$ cat src/rtl/rfsoc_gpio_cfg_deser.sv
// GPIO serial configuration deserializer: synchronizes the PS gpio_ctrl bus into pl_clk, shifts serial words into
// shadow registers and commits each completed word atomically. Optional macro: RFSOC_CFG_GLITCH_FILTER_EN.
package rfsoc_config;
  localparam int SDATA                = 0;
  localparam int TRIGGER_LINE         = 1;
  localparam int CHANNEL_SEL_CLK      = 2;
  localparam int CYCLE_COUNT_CLK      = 3;
  localparam int MASK_CLK             = 4;
  localparam int LOCKING_WAVEFORM_CLK = 5;
  localparam int PRE_DELAY_CYCLE_CLK  = 6;
  localparam int POST_DELAY_CYCLE_CLK = 7;
  localparam int MUX_SET_CLK          = 8;
  localparam int MASK_ENABLE_CLK      = 9;
endpackage

// One serial register: shadow shift, wrap counter, atomic commit with one-cycle strobe.
module rfsoc_cfg_shift_lane #(
  parameter int N = 16
) (
  input  logic         clk,
  input  logic         rst,
  input  logic         shift,
  input  logic         sdata,
  output logic [N-1:0] cfg,
  output logic         update
);
  localparam int CW = $clog2(N);

  logic [N-1:0]  shadow;
  logic [N-1:0]  next_word;
  logic [CW-1:0] cnt;

  // LSB-first: first bit sent ends up in bit 0 after N shifts
  assign next_word = {sdata, shadow[N-1:1]};

  always_ff @(posedge clk or posedge rst) begin
    if (rst) begin
      shadow <= '0;
      cnt    <= '0;
      cfg    <= '0;
      update <= 1'b0;
    end else begin
      update <= 1'b0;
      if (shift) begin
        shadow <= next_word;
        cnt    <= cnt + CW'(1);
        if (cnt == CW'(N-1)) begin
          cfg    <= next_word;
          update <= 1'b1;
        end
      end
    end
  end
endmodule

module rfsoc_gpio_cfg_deser
  import rfsoc_config::*;
#(
  parameter int WIDE_W = 256,
  parameter int CH_W   = 16,
  parameter int FLAG_W = 8
) (
  input  logic              pl_clk,
  input  logic              rst,
  input  logic [15:0]       gpio_ctrl,
  output logic [CH_W-1:0]   cfg_channel_sel,
  output logic              cfg_mux_sel,
  output logic              cfg_mask_enable,
  output logic [WIDE_W-1:0] cfg_cycle_count,
  output logic [WIDE_W-1:0] cfg_mask,
  output logic [WIDE_W-1:0] cfg_locking_wave,
  output logic [WIDE_W-1:0] cfg_pre_delay,
  output logic [WIDE_W-1:0] cfg_post_delay,
  output logic [7:0]        cfg_update,
  output logic              trigger_pulse
);
`ifdef RFSOC_CFG_GLITCH_FILTER_EN
  localparam int STAGES = 4;
`else
  localparam int STAGES = 3;
`endif

  localparam int NUM_WIDE = 5;
  localparam int WIDE_CLK [NUM_WIDE] = '{CYCLE_COUNT_CLK, MASK_CLK, LOCKING_WAVEFORM_CLK,
                                        PRE_DELAY_CYCLE_CLK, POST_DELAY_CYCLE_CLK};

  // [0],[1]: 2-flop synchronizer; [2]: history; [3]: second history for the glitch filter
  logic [STAGES-1:0][15:0] sync_pipe;
  logic [15:0]             rise;
  logic                    sdata_al;
  logic [15:0]             edge_q;
  logic                    sdata_q;

  always_ff @(posedge pl_clk or posedge rst) begin
    if (rst) sync_pipe <= '0;
    else     sync_pipe <= {sync_pipe[STAGES-2:0], gpio_ctrl};
  end

`ifdef RFSOC_CFG_GLITCH_FILTER_EN
  // low, then two consecutive highs; sdata taken one stage later to stay aligned
  assign rise     = sync_pipe[1] & sync_pipe[2] & ~sync_pipe[3];
  assign sdata_al = sync_pipe[2][SDATA];
`else
  assign rise     = sync_pipe[1] & ~sync_pipe[2];
  assign sdata_al = sync_pipe[1][SDATA];
`endif

  always_ff @(posedge pl_clk or posedge rst) begin
    if (rst) begin
      edge_q        <= '0;
      sdata_q       <= 1'b0;
      trigger_pulse <= 1'b0;
    end else begin
      edge_q        <= rise;
      sdata_q       <= sdata_al;
      trigger_pulse <= edge_q[TRIGGER_LINE];
    end
  end

  logic [NUM_WIDE-1:0][WIDE_W-1:0] wide_cfg;
  logic [NUM_WIDE-1:0]             wide_upd;

  generate
    for (genvar g = 0; g < NUM_WIDE; g++) begin : g_wide
      rfsoc_cfg_shift_lane #(.N(WIDE_W)) u_lane (
        .clk    (pl_clk),
        .rst    (rst),
        .shift  (edge_q[WIDE_CLK[g]]),
        .sdata  (sdata_q),
        .cfg    (wide_cfg[g]),
        .update (wide_upd[g])
      );
    end
  endgenerate

  logic              ch_upd, mux_upd, me_upd;
  logic [FLAG_W-1:0] mux_word, me_word;

  rfsoc_cfg_shift_lane #(.N(CH_W)) u_chan (
    .clk    (pl_clk),
    .rst    (rst),
    .shift  (edge_q[CHANNEL_SEL_CLK]),
    .sdata  (sdata_q),
    .cfg    (cfg_channel_sel),
    .update (ch_upd)
  );

  rfsoc_cfg_shift_lane #(.N(FLAG_W)) u_mux (
    .clk    (pl_clk),
    .rst    (rst),
    .shift  (edge_q[MUX_SET_CLK]),
    .sdata  (sdata_q),
    .cfg    (mux_word),
    .update (mux_upd)
  );

  rfsoc_cfg_shift_lane #(.N(FLAG_W)) u_mask_en (
    .clk    (pl_clk),
    .rst    (rst),
    .shift  (edge_q[MASK_ENABLE_CLK]),
    .sdata  (sdata_q),
    .cfg    (me_word),
    .update (me_upd)
  );

  // flags are sent as 8 identical bits; bit 0 is authoritative
  assign cfg_mux_sel      = mux_word[0];
  assign cfg_mask_enable  = me_word[0];
  assign cfg_cycle_count  = wide_cfg[0];
  assign cfg_mask         = wide_cfg[1];
  assign cfg_locking_wave = wide_cfg[2];
  assign cfg_pre_delay    = wide_cfg[3];
  assign cfg_post_delay   = wide_cfg[4];
  assign cfg_update       = {me_upd, mux_upd, wide_upd, ch_upd};
endmodule

$ cat config.mk
export PLATFORM = sky130hd
export DESIGN_NAME = rfsoc_gpio_cfg_deser
export DESIGN_NICKNAME = d
export VERILOG_FILES = /design/src/rtl/rfsoc_gpio_cfg_deser.sv
export SDC_FILE = /design/constraint.sdc
export NUM_CORES = 2
export LEC_CHECK = 0
export ABC_CLOCK_PERIOD_IN_PS = 82300
export BUFFER_PORTS_ARGS = -buffer_cell sky130_fd_sc_hd__buf_2
export CORE_AREA = 2 2 511 513
export DETAILED_ROUTE_END_ITERATION = 6
export DIE_AREA = 0 0 513 515
export PLACE_DENSITY = 0.57
export SYNTH_ARGS = -nofsm -noshare
export SYNTH_HDL_FRONTEND = slang
export SYNTH_SLANG_ARGS = --single-unit
$ cat constraint.sdc
create_clock -name pl_clk -period 82.3 [get_ports pl_clk]
set_input_delay 4.115 -clock pl_clk [delete_from_list [all_inputs] [get_ports pl_clk]]
set_output_delay 4.115 -clock pl_clk [all_outputs]
set_load 0.005 [all_outputs]
==> reports/results.ini <==
[sta]
fin_setup_tns_ns=0
tightest_slew_ns=1.286
period_share=0.1254
finalCriticalPeriod_ns=10.32
maxSlewHeadroom=0.1425
rsz0062_at_grt=false
setup_viol_count_final=0
final.setup.worst_slack_ns=71.98
hold_slack_ns=0.3059
skew_ns=0.09616
hold_viol=0
max_freq_mhz=96.91
finalMaxSlewViolations=0

[synthesis]
synth.avg_cell_area_sq_um=17.38
synth-simple-area-share=0.003981
synthAdderAreaFrac=0.001256
synth_xor_area_frac=0.003516
synth_ff_type=dfrtp_1
synth_async_sr_flop_share=1.000
syn_area_sq_mm=0.09963
synth.area.mux_share=0.2952
synthTopCellsByArea=dfrtp_1 68%, mux2_2 27%, mux2_1 2.3%, buf_4 0.47%, clkbuf_1 0.45%
ys_seq_area_frac=0.6782
synthCells=5734
synth_edf_count=0
syn-num-nets=5762
ys_ff_latch=2700
synth-compound-area-share=0
yosys_warnings=0
synth_top_family_by_area=multiplexers
synth_cell_types=27
synth_top_cell_by_area=dfrtp_1
synth_top_area_share=0.6782

[clock_network]
cts_root_buffer=clkbuf_16
cts-buffers-inserted=305
cts_resized=0
cts_hold_buf=0
clkTransAtPathRegs_ns=0.06
cts_tree=done
cts.htree.levels=5
clk_path_buf_depth=4
insertion_delay_ns=0.94
cts_setup_buffers=0
cts_sinks=2700

[drt]
drc=0
vias_per_cell=4.870
first_pass_iters=4
routedWlPerCell_um=22.85
routed_wirelength_mm=245.5
ant_nets=0
vias=52320
drt_iter0_drc=2404

[power_and_ir_drop]
intPower_mw=2.238
power.share.clock=0.479
p_leak_nw=64.49
switching_share=0.2163
seqPwrFrac=0.488
ir_drop_uv=19.62
switchingPower_uw=617.8
p_comb_frac=0.033
pwr_density_cell_mw_per_mm2=23.90

[critical_path]
r2r_slack_ns=77.84
worstPathMaxFanout=141
rr_worst_depth=5
end_kind=asynchronous set/reset pin
max_stage_delay_ns=0.88
path_cells=buf_2 -> inv_8 -> buf_4 -> buf_4 -> buf_12 -> buf_4 -> buf_4 -> buf_4 -> buf_4 -> buf_4
cp.required_ns=83.23
cp.arrival_ns=11.24
path_class=input port to asynchronous set/reset pin
slowest_stage=buf_4
startpoint_type=input port
cp_common_cell=buf_4

[job]
drv_cap=0

[finish]
final_common_cell=dfrtp_1
drive_gt1_frac=0.5823
nets=7152
syn_to_final_growth_pct=19.94
final_cell_mix=2694 x dfrtp_1, 2412 x mux2_2, 1318 x buf_2
design_area_sq_mm=0.1195

[floorplanning]
die_area_sq_mm=0.2642
initial_core_util=0.3854
num_io_pins=1325
die_h_um=515
design.core.area_sq_mm=0.2585
fp.dieW_um=513
placementRows=187

[placement]
dpl_cell_area_sq_mm=0.1093
dp_hpwl_mm=172.5
pre_cts_slack_ns=70.63
place.gp.congestion=0.8105
port_buffers=1318

[global_routing]
grtUsageTotal=0.1831
grt_pass1_vias=55500
grt_max_degree=187
grt-ovfl-total=0
antenna_found_initial=7
grt_pass1_wl_mm=366.3

[status]
status=complete, no violations

[worst_hold_path]
hp-class=register to register
holdPathStages=0

==> power groups by stage <==
stage / sequential (mW) / clock (mW) / combinational [mW]
final: 1.39 / 1.37 / 0.0934
after global routing: 1.40 / 1.46 / 0.106
after CTS: 1.39 / 1.41 / 0.0974
after detailed placement: 1.42 / 0 / 0.0971
after global placement: 1.42 / 0 / 0.0941
after floorplan: 1.41 / 0 / 0.0748
==> routing by layer <==
layer	track usage	share of wire	vias up
li1	-	-	23140
met4	0.06516	0.034	0
met3	0.09101	0.11	366
met5	0	0	-
met2	0.2924	0.47	1324
met1	0.2122	0.39	27490
==> sequential cells by signal, indices dropped and copies added (netlist names), 4 cells and up <==
signal                cells
g_wide.u_lane.cfg      1280
g_wide.u_lane.shadow   1275
g_wide.u_lane.cnt        40
sync_pipe                29
u_chan.cfg               16
u_chan.shadow            15
edge_q                    9
u_mask_en.shadow          7
u_mux.shadow              7
g_wide.u_lane.update      5
u_chan.cnt                4
==> cells in the mapped netlist, types with 2 or more instances <==
cell type and instances:
and2_1 2, and3_1 6, buf_1 4, buf_12 2, buf_2 84, buf_4 63, buf_6 6, buf_8 20
clkbuf_1 120, dfrtp_1 2700, ha_1 10, inv_1 2, mux2_1 200, mux2_2 2412, nand2_1 20, nand3_1 2
nand4_1 15, nor2_1 8, nor2b_1 9, nor3_1 2, nor3_2 3, xnor2_1 23, xor2_1 17
==> path summary, 6_finish.rpt <==
path	from	to
max	rst	g_wide[3].u_lane.shadow[126]$_DFFE_PP0P_
min	sync_pipe[1]$_DFF_PP0_	sync_pipe[17]$_DFF_PP0_
max reg2reg	edge_q[4]$_DFF_PP0_	g_wide[1].u_lane.cfg[144]$_DFFE_PP0P_
min reg2reg	sync_pipe[1]$_DFF_PP0_	sync_pipe[17]$_DFF_PP0_
max in group pl_clk	g_wide[3].u_lane.cfg[82]$_DFFE_PP0P_	cfg_pre_delay[82]
min in group asynchronous	rst	g_wide[1].u_lane.cfg[190]$_DFFE_PP0P_
==> cell type report <==
| type | instances | area, sq um |
|---|---|---|
| Antenna cell | 3 | 7.507 |
| Tap cell | 3402 | 4257 |
| Clock buffer | 438 | 8936 |
| Inverter | 3 | 31.28 |
| Fill cell | 22670 | 139000 |
| Multi-Input combinational cell | 2732 | 30310 |
| Sequential cell | 2700 | 67580 |
| Clock inverter | 83 | 1217 |
| Timing Repair Buffer | 1382 | 7152 |
==> cell families (layout without fill, tap and decap cells) <==
| kind of cell | Yosys count | count (layout) |
|---|---|---|
| DFF | 2700 | 2700 |
| muxes | 2612 | 2612 |
| buffers and inverters | 302 | 1906 |
| and+or+nand+nor | 70 | 70 |
| xor gates and xnor gates | 40 | 40 |
| adders and majority gates | 10 | 10 |
| other | 0 | 3 |
==> critical path: cells and delay by family <==
kind | cells | cell delay [ns]
buffers and inverters | 10 | 6.67
==> per-stage QoR <==
step,std cells,power [mW],utilization
finish,10740,2.856,0.4622
CTS,10740,2.902,0.4622
global route,10740,2.969,0.4622
global placement,10220,1.510,0.4229
detailed placement,10220,1.516,0.4229
floorplan,5734,1.488,-
Power figures use the tool's default switching activity.
